==> config.mk <==
export PLATFORM = sky130hd
export DESIGN_NAME = ddc_core
export DESIGN_NICKNAME = d
export VERILOG_FILES = /design/src/rtl/ddc_pkg.sv /design/src/rtl/ddc_core_cic.sv /design/src/rtl/ddc_core.sv
export SDC_FILE = /design/constraint.sdc
export NUM_CORES = 2
export LEC_CHECK = 0
export ABC_AREA = 1
export ABC_CLOCK_PERIOD_IN_PS = 5270
export CORE_ASPECT_RATIO = 1.4
export CORE_MARGIN = 3
export CORE_UTILIZATION = 40
export CTS_CLUSTER_SIZE = 30
export DETAILED_ROUTE_END_ITERATION = 10
export PLACE_DENSITY = 0.68
export SLEW_MARGIN = 20
export SYNTH_ARGS = -nofsm -noshare
export SYNTH_HDL_FRONTEND = slang
export SYNTH_HIERARCHICAL = 1
export SYNTH_SLANG_ARGS = --single-unit
==> constraint.sdc <==
create_clock -name ADC_CLK -period 5.27 [get_ports ADC_CLK]
set_clock_uncertainty 0.15 [all_clocks]
set_input_delay 1.054 -clock ADC_CLK [delete_from_list [all_inputs] [get_ports ADC_CLK]]
set_output_delay 1.054 -clock ADC_CLK [all_outputs]
set_load 0.02 [all_outputs]
==> src/rtl/ddc_pkg.sv <==
// Shared widths, CIC sizing and the quarter-wave sine table for the down-converter.
package ddc_pkg;
    localparam int PHASE_W = 32;
    localparam int LUT_AW  = 8;
    localparam int ADC_W   = 12;
    localparam int MIX_W   = 16;
    localparam int CIC_N   = 3;
    localparam int CIC_R   = 64;

    typedef enum logic {PTR_I = 1'b0, PTR_Q = 1'b1} ptr_e;

    function automatic int cic_width(input int n, input int r);
        return MIX_W + n * $clog2(r);
    endfunction

    localparam int CIC_W = cic_width(CIC_N, CIC_R);
    localparam int DEC_W = $clog2(CIC_R);

    // round(2047*sin(2*pi*k/256)) for k = 0..64
    function automatic logic [10:0] quarter_sine(input logic [6:0] k);
        logic [10:0] v;
        case (k)
            7'd0:  v = 11'd0;    7'd1:  v = 11'd50;   7'd2:  v = 11'd100;  7'd3:  v = 11'd151;
            7'd4:  v = 11'd201;  7'd5:  v = 11'd251;  7'd6:  v = 11'd300;  7'd7:  v = 11'd350;
            7'd8:  v = 11'd399;  7'd9:  v = 11'd449;  7'd10: v = 11'd497;  7'd11: v = 11'd546;
            7'd12: v = 11'd594;  7'd13: v = 11'd642;  7'd14: v = 11'd690;  7'd15: v = 11'd737;
            7'd16: v = 11'd783;  7'd17: v = 11'd830;  7'd18: v = 11'd875;  7'd19: v = 11'd920;
            7'd20: v = 11'd965;  7'd21: v = 11'd1009; 7'd22: v = 11'd1052; 7'd23: v = 11'd1095;
            7'd24: v = 11'd1137; 7'd25: v = 11'd1179; 7'd26: v = 11'd1219; 7'd27: v = 11'd1259;
            7'd28: v = 11'd1299; 7'd29: v = 11'd1337; 7'd30: v = 11'd1375; 7'd31: v = 11'd1411;
            7'd32: v = 11'd1447; 7'd33: v = 11'd1483; 7'd34: v = 11'd1517; 7'd35: v = 11'd1550;
            7'd36: v = 11'd1582; 7'd37: v = 11'd1614; 7'd38: v = 11'd1644; 7'd39: v = 11'd1674;
            7'd40: v = 11'd1702; 7'd41: v = 11'd1729; 7'd42: v = 11'd1756; 7'd43: v = 11'd1781;
            7'd44: v = 11'd1805; 7'd45: v = 11'd1828; 7'd46: v = 11'd1850; 7'd47: v = 11'd1871;
            7'd48: v = 11'd1891; 7'd49: v = 11'd1910; 7'd50: v = 11'd1927; 7'd51: v = 11'd1944;
            7'd52: v = 11'd1959; 7'd53: v = 11'd1973; 7'd54: v = 11'd1986; 7'd55: v = 11'd1997;
            7'd56: v = 11'd2008; 7'd57: v = 11'd2017; 7'd58: v = 11'd2025; 7'd59: v = 11'd2032;
            7'd60: v = 11'd2037; 7'd61: v = 11'd2041; 7'd62: v = 11'd2045; 7'd63: v = 11'd2046;
            default: v = 11'd2047;
        endcase
        return v;
    endfunction

    // Full-wave lookup folded from the quarter table: odd quadrants mirror, upper half negates.
    function automatic logic signed [ADC_W-1:0] sine_lut(input logic [LUT_AW-1:0] a);
        logic [6:0]       idx;
        logic [ADC_W-1:0] mag;
        idx = a[6] ? (7'd64 - {1'b0, a[5:0]}) : {1'b0, a[5:0]};
        mag = {1'b0, quarter_sine(idx)};
        return a[7] ? -$signed(mag) : $signed(mag);
    endfunction
endpackage

==> src/rtl/ddc_core_cic.sv <==
// One CIC decimator arm: clock-rate integrators, comb section evaluated on the shared strobe.
module cic_decim
    import ddc_pkg::*;
#(
    parameter int N  = CIC_N,
    parameter int W  = CIC_W,
    parameter int OW = MIX_W
) (
    input  logic          clk,
    input  logic          rst_n,
    input  logic          strobe,
    input  logic [OW-1:0] din,
    output logic [OW-1:0] dout
);
    logic [N-1:0][W-1:0] integ_q, integ_d, dly_q, dly_d;
    logic [W-1:0]        comb_out;
    logic                unused_low;

    // Wrap-around arithmetic is intentional: the combs cancel any integrator overflow.
    always_comb begin
        logic [W-1:0] acc;
        integ_d[0] = integ_q[0] + {{(W-OW){din[OW-1]}}, din};
        for (int k = 1; k < N; k++) begin
            integ_d[k] = integ_q[k] + integ_q[k-1];
        end
        acc = integ_q[N-1];
        for (int k = 0; k < N; k++) begin
            dly_d[k] = strobe ? acc : dly_q[k];
            acc      = acc - dly_q[k];
        end
        comb_out = acc;
    end

    assign dout       = comb_out[W-1 -: OW];
    assign unused_low = ^comb_out[W-OW-1:0];

    always_ff @(posedge clk or negedge rst_n) begin
        if (!rst_n) begin
            integ_q <= '0;
            dly_q   <= '0;
        end else begin
            integ_q <= integ_d;
            dly_q   <= dly_d;
        end
    end
endmodule

==> src/rtl/ddc_core.sv <==
// Digital down-converter: NCO mixing of ADC samples to I/Q, CIC decimation per arm,
// encoder-driven tuning and a two-word ready/ack output port.
module ddc_core
    import ddc_pkg::*;
#(
    parameter logic [PHASE_W-1:0] FTW_INIT    = 32'd0,
    parameter logic [PHASE_W-1:0] STEP_FINE   = 32'd1074,
    parameter logic [PHASE_W-1:0] STEP_COARSE = 32'd107374
) (
    input  logic             ADC_CLK,
    input  logic             RST_N,
    input  logic [ADC_W-1:0] ADC_IN,
    input  logic             ENC_SW,
    input  logic             ENC_DIR,
    input  logic             ENC_CNT,
    input  logic             ENC_CLK,
    input  logic             DATA_ACK,
    output logic [MIX_W-1:0] OUT,
    output logic             DATA_RDY
);
    // Synchroniser bit order: {DATA_ACK, ENC_CLK, ENC_CNT, ENC_DIR, ENC_SW}
    logic [4:0] async_in, meta_q, sync_q;
    logic [2:0] prev_q, rise;
    logic       cnt_rise, push_rise, ack_rise;

    assign async_in  = {DATA_ACK, ENC_CLK, ENC_CNT, ENC_DIR, ENC_SW};
    assign rise      = sync_q[4:2] & ~prev_q;
    assign cnt_rise  = rise[0];
    assign push_rise = rise[1];
    assign ack_rise  = rise[2];

    logic [PHASE_W-1:0] ftw_q, ftw_d, phase_q, phase_d, step;

    always_comb begin
        step  = sync_q[0] ? STEP_COARSE : STEP_FINE;
        ftw_d = ftw_q;
        if (push_rise) begin
            ftw_d = FTW_INIT;
        end else if (cnt_rise) begin
            ftw_d = sync_q[1] ? ftw_q + step : ftw_q - step;
        end
        phase_d = phase_q + ftw_q;
    end

    logic [LUT_AW-1:0]           lut_addr;
    logic [1:0][ADC_W-1:0]       lo_q, lo_d;
    logic [ADC_W-1:0]            x_q, x_d;
    logic [1:0][MIX_W-1:0]       mix_q, mix_d, dec;
    logic [DEC_W-1:0]            cnt_q, cnt_d;
    logic                        strobe;

    // Arm 0 is I (cosine), arm 1 is Q (sine).
    assign lut_addr = phase_q[PHASE_W-1 -: LUT_AW];
    assign lo_d[0]  = sine_lut(lut_addr + LUT_AW'(1 << (LUT_AW - 2)));
    assign lo_d[1]  = sine_lut(lut_addr);
    assign x_d      = {~ADC_IN[ADC_W-1], ADC_IN[ADC_W-2:0]};
    assign cnt_d    = cnt_q + 1'b1;
    assign strobe   = (cnt_q == DEC_W'(CIC_R - 1));

    genvar gi;
    generate
        for (gi = 0; gi < 2; gi++) begin : g_arm
            logic signed [2*ADC_W-1:0] prod;
            logic                      unused_prod;
            assign prod        = $signed(x_q) * $signed(lo_q[gi]);
            assign mix_d[gi]   = prod[2*ADC_W-2 -: MIX_W];
            assign unused_prod = prod[2*ADC_W-1] ^ (^prod[2*ADC_W-MIX_W-2:0]);

            cic_decim #(.N(CIC_N), .W(CIC_W), .OW(MIX_W)) u_cic (
                .clk    (ADC_CLK),
                .rst_n  (RST_N),
                .strobe (strobe),
                .din    (mix_q[gi]),
                .dout   (dec[gi])
            );
        end
    endgenerate

    logic [MIX_W-1:0] out_q, out_d, hold_q, hold_d;
    logic             rdy_q, rdy_d;
    ptr_e             ptr_q, ptr_d;

    // A fresh decimated pair always takes priority over a pending acknowledge.
    always_comb begin
        out_d  = out_q;
        hold_d = hold_q;
        rdy_d  = rdy_q;
        ptr_d  = ptr_q;
        if (strobe) begin
            out_d  = dec[0];
            hold_d = dec[1];
            rdy_d  = 1'b1;
            ptr_d  = PTR_I;
        end else if (ack_rise && rdy_q) begin
            if (ptr_q == PTR_I) begin
                out_d = hold_q;
                ptr_d = PTR_Q;
            end else begin
                rdy_d = 1'b0;
            end
        end
    end

    always_ff @(posedge ADC_CLK or negedge RST_N) begin
        if (!RST_N) begin
            meta_q  <= '0;
            sync_q  <= '0;
            prev_q  <= '0;
            ftw_q   <= FTW_INIT;
            phase_q <= '0;
            lo_q    <= '0;
            x_q     <= '0;
            mix_q   <= '0;
            cnt_q   <= '0;
            out_q   <= '0;
            hold_q  <= '0;
            rdy_q   <= 1'b0;
            ptr_q   <= PTR_I;
        end else begin
            meta_q  <= async_in;
            sync_q  <= meta_q;
            prev_q  <= sync_q[4:2];
            ftw_q   <= ftw_d;
            phase_q <= phase_d;
            lo_q    <= lo_d;
            x_q     <= x_d;
            mix_q   <= mix_d;
            cnt_q   <= cnt_d;
            out_q   <= out_d;
            hold_q  <= hold_d;
            rdy_q   <= rdy_d;
            ptr_q   <= ptr_d;
        end
    end

    assign OUT      = out_q;
    assign DATA_RDY = rdy_q;
endmodule

## Word-level counts from Yosys, hierarchy flattened

Memories as Yosys holds them, arrays and structs flattened.
Index checks and enable logic that the tools add are counted.

| word-level totals | value |
|---|---|
| word-level logic and storage cells | 81 |
| output and inout bits | 17 |
| memories | 2 |
| flip-flop bits (word level) | 593 |
| bits of input ports | 19 |
| bits in read-only memories | 1,408 |

Memories:

| name | words | width | read ports | clocked after memory_dff | write ports | line | RTL |
|---|---|---|---|---|---|---|---|
| (no name shown) | 64 | 11 | 1 | 0 | 0 | ddc_pkg.sv:22 | `case (k)` |
| (no name shown) | 64 | 11 | 1 | 0 | 0 | ddc_pkg.sv:22 |  |

| operators by class | value |
|---|---|
| reduce and logical (&&, ||, !) cells | 6 |
| multiply operators | 2 |
| $add $sub $neg | 21 |
| equality and inequality tests | 2 |
| bitwise operators | 3 |
| muxes and demuxes | 18 |

Operators by type and width:

| operator | count |
|---|---|
| 34-bit adder | 6 |
| 34-bit subtractor | 6 |
| 32-bit two-way mux | 3 |
| 16-bit two-way mux | 3 |
| 12-bit by 12-bit multiplier with 23-bit output | 2 |
| 32-bit by 17-bit adder with 32-bit output | 1 |
| 32-bit adder | 1 |
| 32-bit by 17-bit subtractor with 32-bit output | 1 |
| 12-bit two-way mux | 2 |
| 11-bit negation with 12-bit output | 2 |
| 11-bit two-way mux | 2 |
| 17-bit two-way mux | 1 |
| 7-bit two-way mux | 2 |
| 7-bit by 6-bit subtractor with 7-bit output (first input constant) | 2 |
| 8-bit by 7-bit adder with 8-bit output (second input constant) | 1 |
| 6-bit by 1-bit adder with 6-bit output (second input constant) | 1 |
| 6-bit equality test (second input constant) | 1 |
| 2-bit nonzero test | 3 |
| 1-bit two-way mux | 5 |
| 2-bit AND reduction | 2 |
| 3-bit AND | 1 |
| 3-bit NOT | 1 |
| 2-bit by 1-bit inequality test with 1-bit output (second input constant) | 1 |
| 1-bit logical AND | 1 |
| 1-bit NOT | 1 |

## Depth between registers and ports, before layout

An unclocked memory read counts as a cell.

| logic depth | value |
|---|---|
| depth after elaboration | 7 |
| gate-level depth with buffers | 38 |
| depth with buffers taken out | 38 |

## By module

Netlist, hierarchy kept.

By module, submodules not included:

| module | cells each | sequential area each (um^2) | times used | area an instance (um^2) |
|---|---|---|---|---|
| ddc_core | 2,900 | 4,579.4 | 1 | 22,033.6 |
| cic_decim at g_arm[1].u_cic | 2,363 | 5,104.9 | 1 | 17,620.6 |
| cic_decim at g_arm[0].u_cic | 2,323 | 5,104.9 | 1 | 17,252.8 |

## Least setup slack after synthesis

Ideal clock, no wire load.

| path | value |
|---|---|
| kind | register to register |
| from | register g_arm[0].u_cic/integ_q[68] (netlist name) |
| to | register out_q[15] (netlist: OUT[15]) |
| setup slack | 92 ps |
| cell stages (with the launch flop) | 37 |
| setup time | 142 ps |
| path buffers | 0 |
| period minus slack after synthesis | 5,178 ps |
| arrival time | 4,887 ps |
| data required time | 4,978 ps |
| cell sequence | dfrtp_1 > inv_1 > ha_1 > inv_1 > fa_1 > nand3_1 > nand2_2 > a21oi_2 > o21ai_2 > a21boi_2 > o21ai_1 > nand2_1 > inv_1 > nor2_1 > nand2_1 > and2_1 > ha_1 > nand2_1 > nor4_1 > nand3_1 > nand3_1 > nand2_1 > nand3b_1 > xor2_1 > inv_1 > ha_1 > inv_1 > nor3_1 > nand2_1 > nor4_1 > o31ai_1 > nand3_1 > inv_1 > nand3_1 > nand2_1 > nand2_1 > a31oi_1 |

RTL lines:

| item | line | RTL |
|---|---|---|
| start, declared | ddc_core_cic.sv:15 | `logic [N-1:0][W-1:0] integ_q, integ_d, dly_q, dly_d;` |
| start signal, assigned | ddc_core_cic.sv:42 | `integ_q <= integ_d;` |
| end signal, assigned | ddc_core.sv:129 | `out_q <= out_d;` |
| end, declared | ddc_core.sv:79 | `logic [MIX_W-1:0] out_q, out_d, hold_q, hold_d;` |

==> results.md <==
- Post-route non-filler standard cell count: 10.0k
- Synth Instances: 7586
- Pins Over Slew Limit: 0
- Final Hold Viols: 0
- Async set-reset flop share out of synthesis: 100%
- Critical path type: reg2reg
- DR pass1 iterations: 5
- CTS hold repair buffers: 0
- Syn Nets: 8436
- Worst path slowest cell: dfrtp_1
- Setup_tns: 0 ns
- Root Driver: clkbuf_16
- Gpl congestion: 0.942
- # fillers: 13.5k
- Synth-to-Final Area Change: 20.4%
- Final setup fails: 0
- Fmax: 0.192 GHz
- Worst slack, placed: -0.482 ns
- Max Buffers Root-to-Sink: 3
- FF+latch count, synth: 591
- RSZ-0062 raised after global routing: true
- Remaining antenna violation count: 0
- Placed cell count: 9835
- Layout cells sized above 1: 15.4%
- Slowest cell delay on critical path: 0.39 ns
- Max_slew headroom: 30.5%
- Row count: 163
- CP Launch Type: flip-flop
- Die height: 452 um
- WP buf/inv: 6
- Crit share post-route: 99.0%
- Sequential fraction of the synthesis area: 26.0%
- Largest net degree at the start of global routing: 124
- Tmin final: 5.22 ns
- I/O Buffers: 35
- CP Max Fanout: 5
- Data arrival, critical path: 5.61 ns
- CTS tree: yes
- Core Area: 141000 sq um
- Syn avg cell area: 7.50 sq um
- Ys Warns: 6
- Hold crit path type: reg2reg
- Vias in the first global route: 52.6k
- Clock Latency Late Sink: 0.70 ns
- Final WS setup: 0.0504 ns
- Nets: 8927
- Share of the synthesized area in the top cell type: 26.0%
- Library cells used by synthesis: 67
- Number of remaining DRC errors: 0
- GRT Residual Overflow: 0
- Synth top area cells: dfrtp_1 (26%), ha_1 (12%), nand2_1 (12%), fa_1 (9.7%), inv_1 (7.7%)
- Max-cap viol count: 0
- Via density per instance: 5.09
- Avg WL per Cell: 15.0 um
- Actual slew at the worst max-slew pin: 1.04 ns
- CTS buffer count: 71
- Vias post-DR: 51.1k
- Req. time, crit path: 5.66 ns
- First-pass GRT wire length: 248000 um
- CP delay by family, top: simple AND/OR/NAND/NOR gates
- Status: complete, no violations
- Clk slew on worst S/H paths: 0.06 ns
- Mapped cell area: 56900 sq um
- H-tree depth: 3
- Die area: 147000 sq um
- Most used DFF post-synth: dfrtp_1
- EDFF count, synth: 0
- Worst Setup End Kind: flip-flop
- IO Pins: 36
- Die W: 325 um
- Gr usage total: 20.1%
- Initial antenna violation count: 1
- Initial Util: 40.3%
- DP HPWL: 118000 um
- Iter 0 DRT Violations: 2421
- Synth area leader: dfrtp_1
- Clock Sink Count: 591
- Drt total wl: 150000 um
## worst register-to-register path: cells and delay by family (launching register included)
kind,cells,cell delay [ns]
simple gates,19,1.81
fa+ha+maj,4,1.06
compound gates,6,0.80
buf+inv,6,0.45
xor+xnor,2,0.41
flops,1,0.39
## cell usage in the layout (no fill, tap or decap), types with 273 or more instances in the layout
cell type  instances
a21oi_1          459
ha_1             493
o21ai_0          384
nand3_1          310
nor2_1           505
buf_4            474
fa_1             273
inv_1           1143
dfrtp_1          579
nand2_1         1775
## logic make-up (layout without fill, tap and decap cells)
family | count (synthesis) | count (layout) | synth area share (%)
AO/OA/AOI/OAI | 1430 | 1430 | 14.8
XOR/XNOR | 427 | 427 | 6.66
adder cells (fa/ha/maj) | 831 | 831 | 21.9
buffers and inverters | 1308 | 1855 | 8.77
flip-flops | 591 | 591 | 26.0
other | 0 | 1 | 0
AND/OR/NAND/NOR | 2999 | 2999 | 21.9
## per-stage QoR
step | util, % | hold WS, ns | instance area, sq um
4_1_cts | 46.8 | 0.199 | 66100
5_1_grt | 48.5 | 0.201 | 68500
2_1_floorplan | - | 0.181 | 56900
3_5_place_dp | 44.3 | 0.186 | 62600
3_3_place_gp | 44.3 | 0.182 | 62600
6_report | 48.5 | 0.197 | 68500
## synth_stat cells (15+ instances only)
| cell | number |
|---|---|
| a211oi_1 | 16 |
| a221oi_1 | 19 |
| a21oi_2 | 24 |
| nor4_1 | 34 |
| nor2_1 | 550 |
| a21o_1 | 84 |
| dfrtp_1 | 591 |
| o21ai_1 | 52 |
| nand2_2 | 43 |
| ha_1 | 556 |
| xor2_1 | 278 |
| nand3_2 | 20 |
| nand4_1 | 48 |
| a31oi_1 | 68 |
| nand3_1 | 322 |
| o31ai_1 | 17 |
| nor3_1 | 60 |
| inv_1 | 1162 |
| o211ai_1 | 16 |
| clkbuf_1 | 99 |
| xnor2_1 | 142 |
| o21a_1 | 23 |
| fa_1 | 275 |
| nand2_1 | 1852 |
| o21ai_2 | 27 |
| o21bai_1 | 58 |
| a21oi_1 | 521 |
| a21boi_0 | 18 |
| o21ai_0 | 420 |
| a21boi_1 | 15 |
## final timing paths
path                                             from                       end  slack, ns  cells past startpoint
setup / recovery           g_arm[0].u_cic/integ_q[68]                   OUT[15]       0.05                     37
hold / removal                              meta_q[0]                 sync_q[0]       0.20                      0
setup reg to reg           g_arm[0].u_cic/integ_q[68]                   OUT[15]       0.05                     37
hold reg to reg                             meta_q[0]                 sync_q[0]       0.20                      0
max in group asynchronous                       RST_N                    x_q[3]       3.57                      2
min in group asynchronous                       RST_N  g_arm[0].u_cic/dly_q[68]       0.26                      1
## state kept, by name (all words and copies together), names as in the netlist, 6 cells and up
signal	count
ftw_q	31
phase_q	31
g_arm.u_cic/integ_q	204
OUT	16
hold_q	16
lo_q	24
g_arm.u_cic/dly_q	204
x_q	12
mix_q	32
cnt_q	6
## final cells by class
cell class	count	area, sq um	share of cell area (%)
clock buffer	79	1870	2.73
sequential	591	14800	21.6
antenna	1	2.50	0.00365
clock inverter	50	757	1.11
timing repair buffer	549	4470	6.52
tap	1897	2370	3.46
inverter	1177	4430	6.46
multi-input combinational	5687	39800	58.1
## layer usage
layer / track usage, % / wire (um) / up-vias
met5: 0 / 0 / -
met4: 9.01 / 6720 / 0
met3: 2.10 / 4390 / 372
met2: 38.5 / 79400 / 906
met1: 22.2 / 60000 / 24200
li1: - / - / 25600
## what timing repair did
item,in CTS,in global routing
setup buffers,21,46
setup endpoints to repair,25,45
resized for setup,160,427
pin swaps,98,176
Power is not shown: default switching activity piles up to over one toggle a cycle in this logic, so the estimate is an artifact.
